**src/rtl/rom_adapter_pkg.sv**
```systemverilog
// Shared types and helpers for the boot-ROM request adapter.
// Latency: n/a (types and constant functions only).
// Backpressure: n/a.
package rom_adapter_pkg;

    // One buffered response: error flag plus read data (data is 0 on error).
    typedef struct packed {
        logic        err;
        logic [31:0] data;
    } rom_resp_t;

    localparam int unsigned ROM_RESP_W = $bits(rom_resp_t);

    // Size of the ROM window in bytes: one 32-bit word per ROM index.
    // Returned in 33 bits so a full 4 GiB window does not wrap to zero.
    function automatic logic [32:0] rom_window_bytes(input int unsigned addr_width);
        return 33'd4 << addr_width;
    endfunction

    // Error response: flagged, with data forced to zero.
    function automatic rom_resp_t rom_err_resp();
        rom_resp_t r;
        r.err  = 1'b1;
        r.data = 32'h0;
        return r;
    endfunction

    // Good response carrying one ROM word.
    function automatic rom_resp_t rom_ok_resp(input logic [31:0] data);
        rom_resp_t r;
        r.err  = 1'b0;
        r.data = data;
        return r;
    endfunction

endpackage

```
**src/rtl/rom_resp_fifo.sv**
```systemverilog
// Synchronous FIFO of ROM responses, any depth >= 1 (pointers wrap at Depth).
// Latency: a pushed entry is visible at the head the cycle after the push.
// Backpressure: none internally; callers must not push while full (credit-managed).
module rom_resp_fifo
    import rom_adapter_pkg::*;
#(
    parameter int unsigned Depth = 3
) (
    input  logic                         clk_i,
    input  logic                         rst_i,
    input  logic                         push_i,
    input  rom_resp_t                    push_dat_i,
    input  logic                         pop_i,
    output rom_resp_t                    head_dat_o,
    output logic                         full_o,
    output logic                         empty_o,
    output logic [$clog2(Depth+1)-1:0]   cnt_o
);

    localparam int unsigned PTR_W = (Depth > 1) ? $clog2(Depth) : 1;
    localparam int unsigned CNT_W = $clog2(Depth + 1);

    rom_resp_t          mem_q [Depth];
    logic [PTR_W-1:0]   wr_ptr_q;
    logic [PTR_W-1:0]   rd_ptr_q;
    logic [CNT_W-1:0]   cnt_q;
    logic               do_push;
    logic               do_pop;

    // Advance a pointer, wrapping at Depth so non-power-of-two depths work.
    function automatic logic [PTR_W-1:0] ptr_inc(input logic [PTR_W-1:0] p);
        if (p == PTR_W'(Depth - 1)) begin
            return '0;
        end
        return p + PTR_W'(1);
    endfunction

    assign full_o   = (cnt_q == CNT_W'(Depth));
    assign empty_o  = (cnt_q == '0);
    assign cnt_o    = cnt_q;

    // A pop of an empty FIFO is ignored; a push while full is only honoured
    // together with a pop (the head slot is then free to be reused).
    assign do_pop   = pop_i & ~empty_o;
    assign do_push  = push_i & (~full_o | do_pop);

    assign head_dat_o = mem_q[rd_ptr_q];

    // Pointer and occupancy bookkeeping.
    always_ff @(posedge clk_i) begin
        if (rst_i) begin
            wr_ptr_q <= '0;
            rd_ptr_q <= '0;
            cnt_q    <= '0;
        end else begin
            if (do_push) begin
                wr_ptr_q <= ptr_inc(wr_ptr_q);
            end
            if (do_pop) begin
                rd_ptr_q <= ptr_inc(rd_ptr_q);
            end
            if (do_push && !do_pop) begin
                cnt_q <= cnt_q + CNT_W'(1);
            end else if (!do_push && do_pop) begin
                cnt_q <= cnt_q - CNT_W'(1);
            end
        end
    end

    // Entry storage; contents are don't-care until written, so no reset.
    always_ff @(posedge clk_i) begin
        if (do_push) begin
            mem_q[wr_ptr_q] <= push_dat_i;
        end
    end

endmodule

```
**src/rtl/rom_req_adapter.sv**
```systemverilog
// Boot-ROM front end: range-checks fetch requests, reads the ROM, buffers responses.
// Latency: grant in cycle N -> response at the FIFO head (rvalid_o) in N+2.
// Backpressure: grant withheld while buffered + in-flight responses fill the FIFO.
module rom_req_adapter
    import rom_adapter_pkg::*;
#(
    parameter logic [31:0] AddrOffset     = 32'h0001_0000,
    parameter int unsigned ROM_ADDR_WIDTH = 15,
    parameter bit          ByteAddressed  = 1'b0,
    parameter int unsigned RespDepth      = 3
) (
    input  logic        clk_i,
    input  logic        rst_i,
    input  logic        req_i,
    output logic        gnt_o,
    input  logic [31:0] addr_i,
    input  logic        we_i,
    output logic        rvalid_o,
    input  logic        rready_i,
    output logic [31:0] rdata_o,
    output logic        err_o,
    output logic        rom_csn_o,
    output logic [31:0] rom_addr_o,
    input  logic [31:0] rom_rdata_i
);

    localparam int unsigned CNT_W        = $clog2(RespDepth + 1);
    localparam logic [32:0] WINDOW_BYTES = rom_window_bytes(ROM_ADDR_WIDTH);

    // In-flight state: at most one response is between grant and FIFO push.
    logic               pend_q;
    logic               pend_err_q;
    logic [31:0]        rom_addr_q;

    // Request decode.
    logic [32:0]        offset;
    logic               bad_range;
    logic               bad;
    logic [31:0]        rom_addr_calc;
    logic               hs;
    logic               good_hs;
    logic               bad_hs;

    // Credit accounting.
    logic [CNT_W:0]     occupancy;
    logic               credit;

    // Response FIFO interface.
    logic               fifo_push;
    rom_resp_t          fifo_push_dat;
    logic               fifo_pop;
    rom_resp_t          fifo_head;
    logic               fifo_full;
    logic               fifo_empty;
    logic [CNT_W-1:0]   fifo_cnt;

    // Offset in 33 bits: an address below the window borrows into bit 32 and
    // therefore compares as out of range instead of wrapping into the window.
    assign offset    = {1'b0, addr_i} - {1'b0, AddrOffset};
    assign bad_range = offset[32] | (offset >= WINDOW_BYTES);
    assign bad       = we_i | (addr_i[1:0] != 2'b00) | bad_range;

    assign rom_addr_calc = ByteAddressed ? offset[31:0] : {2'b00, offset[31:2]};

    // Credit counts only registered state, so rready_i never reaches gnt_o.
    // A slot is reserved for every response already in flight.
    assign occupancy = (CNT_W + 1)'(fifo_cnt) + (CNT_W + 1)'(pend_q) + (CNT_W + 1)'(pend_err_q);
    assign credit    = (occupancy < (CNT_W + 1)'(RespDepth));
    assign gnt_o     = req_i & ~rst_i & credit;

    assign hs      = req_i & gnt_o;
    assign good_hs = hs & ~bad;
    assign bad_hs  = hs & bad;

    // ROM port: select only on a good handshake; the address holds otherwise.
    assign rom_csn_o  = ~good_hs;
    assign rom_addr_o = good_hs ? rom_addr_calc : rom_addr_q;

    // Track the in-flight response kind and remember the last ROM address.
    always_ff @(posedge clk_i) begin
        if (rst_i) begin
            pend_q     <= 1'b0;
            pend_err_q <= 1'b0;
            rom_addr_q <= 32'h0;
        end else begin
            pend_q     <= good_hs;
            pend_err_q <= bad_hs;
            if (good_hs) begin
                rom_addr_q <= rom_addr_calc;
            end
        end
    end

    // One handshake per cycle means at most one of pend_q/pend_err_q is set,
    // so pushing in grant order keeps good and error responses ordered.
    assign fifo_push     = pend_q | pend_err_q;
    assign fifo_push_dat = pend_err_q ? rom_err_resp() : rom_ok_resp(rom_rdata_i);
    assign fifo_pop      = rvalid_o & rready_i;

    rom_resp_fifo #(
        .Depth      (RespDepth)
    ) u_resp_fifo (
        .clk_i      (clk_i),
        .rst_i      (rst_i),
        .push_i     (fifo_push),
        .push_dat_i (fifo_push_dat),
        .pop_i      (fifo_pop),
        .head_dat_o (fifo_head),
        .full_o     (fifo_full),
        .empty_o    (fifo_empty),
        .cnt_o      (fifo_cnt)
    );

    // Response port: the FIFO head is presented until popped; data reads as 0
    // whenever nothing is valid.
    assign rvalid_o = ~fifo_empty;
    assign rdata_o  = rvalid_o ? fifo_head.data : 32'h0;
    assign err_o    = rvalid_o & fifo_head.err;

    // The credit rule reserves a slot for every in-flight response.
    push_never_full_a : assert property (
        @(posedge clk_i) disable iff (rst_i) !(fifo_push && fifo_full)
    );

endmodule

```
**config.mk**
```make
export PLATFORM = sky130hd
export DESIGN_NAME = rom_req_adapter
export DESIGN_NICKNAME = d
export VERILOG_FILES = /design/src/rtl/rom_adapter_pkg.sv /design/src/rtl/rom_resp_fifo.sv /design/src/rtl/rom_req_adapter.sv
export SDC_FILE = /design/constraint.sdc
export NUM_CORES = 1
export LEC_CHECK = 0
export ABC_AREA = 1
export CORE_MARGIN = 2
export CORE_UTILIZATION = 52
export DETAILED_ROUTE_END_ITERATION = 10
export GPL_TIMING_DRIVEN = 0
export PLACE_DENSITY = 0.84
export SLEW_MARGIN = 40
export SYNTH_ARGS = -nofsm -noshare
export SYNTH_HDL_FRONTEND = slang
export SYNTH_SLANG_ARGS = --single-unit
```
**constraint.sdc**
```tcl
create_clock -name clk_i -period 4.2 [get_ports clk_i]
set_clock_uncertainty 0.05 [all_clocks]
set_input_delay 0.84 -clock clk_i [delete_from_list [all_inputs] [get_ports clk_i]]
set_output_delay 0.84 -clock clk_i [all_outputs]
set_load 0.005 [all_outputs]
```
* Word level (Yosys, flattened, before mapping) *
Memory sizes are Yosys's and may differ from the RTL's. A register that Yosys moved wholly into a read port is not among the register bits.
Cells that the tools add are included.

word-level totals
  flip-flop bits (word level) = 40
  bits in latches = 0
  memory bits (writable) = 99
  ROM bits = 0
  input bits = 69
  logic and storage cells = 64
  memories kept = 1

memory list
  name               words  bits a word  rd ports  clocked after Yosys merged registers in  write ports  RTL line             text
  u_resp_fifo.mem_q  3      33           1         1                                        1            rom_resp_fifo.sv:23  rom_resp_t mem_q [Depth];

operators by class
  add/subtract/negate cells = 7
  $mul = 0
  div/mod/pow operators = 0
  order comparisons = 2
  equality and inequality tests = 3
  shifts and indexed selects = 0
  mux-type cells = 19
  bitwise operators = 19
  reduce and logical (&&, ||, !) cells = 7

operator list
  operator                  count
  $mux W32                  2
  $ge A33 B18 Y1 const B    1
  $mux W33                  1
  $sub A32 B17 Y33 const B  1
  $mux W2                   8
  $and A1 B1 Y1             9
  $mux W1                   8
  $add A2 B1 Y2 const B     3
  $eq A2 B2 Y1 const B      3
  $not A1 Y1                5
  $or A1 B1 Y1              5
  $reduce_bool A2 Y1        2
  $add A2 B1 Y3             1
  $add A3 B1 Y3             1
  $lt A3 B2 Y1 const B      1
  $logic_and A1 B1 Y1       2
  $logic_not A1 Y1          2
  $logic_not A2 Y1          1
  $sub A2 B1 Y2 const B     1

* Depth between registers and ports, before layout *
  word-level depth = 10
  mapped depth = 16

* By module *
From an unflattened synthesis, not the netlist that was laid out.

second synthesis, totals
  cells, all modules = 744
  area total of the unflattened synthesis = 6505.0 um^2

modules (own cells, without submodules)
  module           instances  cells an instance  area each (um^2)  sequential area each (um^2)
  rom_resp_fifo    1          302                4038.9            3133.0
  rom_req_adapter  1          442                2466.1            680.7

* Worst setup path before layout *
OpenSTA, ideal clock, no wires.

  path kind = input -> register
  start = input port rready_i
  end = memory u_resp_fifo.mem_q[0][0] in the netlist's numbering, enable pin
  setup time = 0.467 ns
  arrival time = 3.314 ns
  data required time = 3.683 ns
  setup slack = 0.369 ns
  cell stages on the path = 2
  cell sequence = o32ai_1 -> nor3_1

between the ends
  cells in the longest elaborated chain, start to end = 6

RTL lines
  element                        RTL line               text
  start, declared                rom_req_adapter.sv:19  input logic rready_i,
  $and A1 B1 Y1                  rom_req_adapter.sv:98  assign fifo_pop = rvalid_o & rready_i;
  $and A1 B1 Y1                  rom_resp_fifo.sv:44    assign do_pop = pop_i & ~empty_o;
  $or A1 B1 Y1                   rom_resp_fifo.sv:45    assign do_push = push_i & (~full_o | do_pop);
  $and A1 B1 Y1                  rom_resp_fifo.sv:45
  $mux W1                        rom_resp_fifo.sv:72    if (do_push) begin
  $mux W1 (implied by the code)  rom_resp_fifo.sv:73    mem_q[wr_ptr_q] <= push_dat_i;
  end, declared                  rom_resp_fifo.sv:23

No other way between the ends.

* Final worst setup path *
  start = input port addr_i[22]
  end = output port rom_addr_o[4]

between the ends
  cells in the longest elaborated chain, start to end = 7

RTL lines
  element               RTL line               text
  start, declared       rom_req_adapter.sv:16  input logic [31:0] addr_i,
  $sub A32 B17 Y33 (*)  rom_req_adapter.sv:59  assign offset = {1'b0, addr_i} - {1'b0, AddrOffset};
  $ge A33 B18 Y1        rom_req_adapter.sv:60  assign bad_range = offset[32] | (offset >= WINDOW_BYTES);
  $or A1 B1 Y1 (*)      rom_req_adapter.sv:60
  $or A1 B1 Y1 (*)      rom_req_adapter.sv:61  assign bad = we_i | (addr_i[1:0] != 2'b00) | bad_range;
  $not A1 Y1 (*)        rom_req_adapter.sv:72  assign good_hs = hs & ~bad;
  $and A1 B1 Y1 (*)     rom_req_adapter.sv:72
  $mux W32 (*)          n/a
  end, declared         rom_req_adapter.sv:23  output logic [31:0] rom_addr_o,

Every way passes the cells marked *; elsewhere a longest branch is shown, timed or not.

==> impl_metrics.tcl <==
set metrics [dict create \
    core_area_um2 12700 \
    cp-end-kind "output pin" \
    worstSkewPairLatency_ns 0.41 \
    netlist_top_cells_area "edfxtp_1 (44%), dfxtp_1 (12%), inv_1 (11%), nor2_1 (5.7%), mux2_2 (5.5%)" \
    relSlewSlack_pct 52.6 \
    drtIter0Drc 494 \
    p_total_w 0.00395 \
    required_ns 3.31 \
    grt_pass1_vias 5282 \
    syn_area_per_cell_um2 8.96 \
    dp_hpwl_mm 10.6 \
    startpoint "addr_i[22]" \
    drtAntennaViolNets 0 \
    first_pass_iters 5 \
    nFillCells 895 \
    reg2reg_to "u_resp_fifo.mem_q[1][11]" \
    grt.met1_usage_pct 26.3 \
    io_pins 137 \
    cts_root_buf "clkbuf_16" \
    syn2layout_area_growth_pct 37.2 \
    maxSlewViolCount 0 \
    nNetsFinal 1015 \
    cts_buffers 17 \
    dieArea_um2 14000 \
    syn_area_um2 6790 \
    hold_path.class "reg2reg" \
    viasPerCell 4.95 \
    drc_errors 0 \
    fin_crit_ns 4.10 \
    wl_per_cell_um 13.9 \
    powerDensity_nw_per_um2 424 \
    place_congestion 0.845 \
    grtUsageMet2_pct 38.9 \
    arrival_ns 3.21 \
    clock-sinks 141 \
    worstReg2RegStart "u_resp_fifo.cnt_o[0]" \
    synth_top_area_share_pct 43.8 \
    cp-start-kind "input port" \
    cts_max_level 4 \
    cap_violations 0 \
    syn_inst 758 \
    busiest_layer "met2" \
    drive_gt1_share_pct 16.2 \
    synth_top_cell_by_area "edfxtp_1" \
    antenna_found_initial 0 \
    clockBufferDepth 2 \
    globalRoute.totalOverflow 0 \
    grt_pass1_wl_mm 24.4 \
    use_met3_pct 4.49 \
    dpl_cell_area_um2 8460 \
    synth_seq_area_share_pct 56.1 \
    num_vias 5575 \
    maxClockFrequency_mhz 244 \
    crit_fanout 6 \
    finalCritPeriodShare_pct 97.7 \
    io_buffer_count 136 \
    power.leakage_nw 4.31 \
    layout_common_cells "inv_1 (187), clkdlybuf4s50_1 (115), edfxtp_1 (99)" \
    ys_warn_count 0 \
    r2r_cells 5 \
    grt_max_degree 34 \
    r2r_slack_ns 1.72 \
    path_clk_slew_ns 0.06 \
    min_to "rom_addr_q[21]" \
    final_common_cell "inv_1" \
    min_from "rom_addr_q[21]" \
    grt_usage_pct 21.9 \
    hold_viol 0 \
    critical_path_class "in2out" \
    hold_buffers 0 \
    synth.distinct_cells 36 \
    fin_area_um2 9320 \
    die_h_um 118 \
    ys_ff_latch 141 \
    setup_viol 0 \
    cts_tree "done" \
    initial_core_util_pct 53.6 \
    syn_nets 832 \
    tightest_slew_ns 0.709 \
    peakVddDrop_mv 0.308 \
    hold_depth 2 \
    antenna_cells 0 \
    outcome "finished, final reports clean" \
    routed_wl_mm 15.7 \
    die_width_um 118 \
    rows 41 \
]
==> critical path, cell delays in order <==
cell and delay, ns:
dlygate4sd2_1 0.28, nor2_2 0.13, nand2_1 0.09, nor2_4 0.15
buf_6 0.14, xor2_4 0.20, nand2_2 0.09, nor3_4 0.15
nand4_4 0.21, buf_4 0.20, nand2_1 0.07, nand2_1 0.10
inv_1 0.07, clkdlybuf4s50_1 0.49
==> final cells by class <==
| class | instances | area [um^2] | area share (%) |
|---|---|---|---|
| Clock buffer | 19 | 433 | 4.64 |
| Multi-Input combinational cell | 394 | 2280 | 24.4 |
| Clock inverter | 13 | 140 | 1.50 |
| Inverter | 193 | 728 | 7.81 |
| Buffer | 30 | 141 | 1.52 |
| Tap cell | 172 | 215 | 2.31 |
| Sequential cell | 141 | 3810 | 40.9 |
| Timing Repair Buffer | 164 | 1580 | 16.9 |
==> cell usage after synthesis (all sizes together) <==
cell / instances
nand2: 90
o21ai: 36
a21oi: 40
o21a: 1
nor4: 1
o32ai: 1
clkbuf: 22
nand3: 23
xor2: 1
xnor2: 1
nor2: 111
nor3: 21
ha: 4
mux2: 33
inv: 193
a211oi: 1
o21bai: 1
fa: 1
nand4: 22
dfxtp: 42
nand3b: 3
buf: 8
and2: 2
nor3b: 1
edfxtp: 99
==> state kept, by name, summed over array words and instances (netlist names), named ones only <==
signal and count:
u_resp_fifo.mem_q 99, pend_err_q 1, pend_q 1, rom_addr_q 32, u_resp_fifo.cnt_o 2, u_resp_fifo.wr_ptr_q 2, u_resp_fifo.rd_ptr_q 2
==> kinds of logic after synthesis <==
kind of cell | after synthesis | share of synthesized area, %
simple gates | 274 | 18.3
buf+inv | 223 | 12.7
flops | 141 | 56.1
compound gates | 80 | 6.06
mux | 33 | 5.47
fa+ha+maj | 5 | 1.03
xor+xnor | 2 | 0.368
==> what timing repair did <==
action                     CTS  global route
gates resized for setup     30            54
cloned                       1             1
buffers inserted             8             7
pin swaps                   13            21
setup endpoints to repair   33            33
==> per-layer routing <==
layer | wire, um | up-vias | part of all wire, %
li1 | - | 2771 | -
met3 | 991 | 25 | 6.3
met2 | 8080 | 210 | 52
met1 | 6300 | 2569 | 40
met5 | 0 | - | 0
met4 | 292 | 0 | 1.9
==> through the flow <==
step                setup slack [ns]  utilization [%]   TNS, ns  instances  hold WS [ns]
floorplan                      0.369                -         0        758         0.371
global placement               -1.63             66.1   -111.70       1066         0.383
detailed placement            -0.374             66.8    -10.24       1077         0.384
CTS                         -0.00216             72.2  -0.00216       1118         0.393
global route                 -0.0606             73.6    -0.396       1126         0.404
finish                        0.0964             73.6         0       1126         0.390
==> how the worst max path moves through the flow <==
stage	endpoint	slack [ns]	cells past startpoint
after floorplan	u_resp_fifo.mem_q[0][0]	0.37	2
after global placement	u_resp_fifo.mem_q[0][19]	-1.63	3
after detailed placement	rom_addr_o[7]	-0.37	17
after CTS	rom_addr_o[0]	-0.002	15
after global routing	rom_addr_o[4]	-0.06	16
final	rom_addr_o[4]	0.1	14
==> report_power, final <==
| group | switching [W] | internal, W | total [W] |
|---|---|---|---|
| registers | 0.0000220 | 0.00156 | 0.00159 |
| clock network | 0.000565 | 0.000876 | 0.00144 |
| logic | 0.000471 | 0.000451 | 0.000922 |
| total | 0.00106 | 0.00289 | 0.00395 |
(Power assumes the default switching activity.)
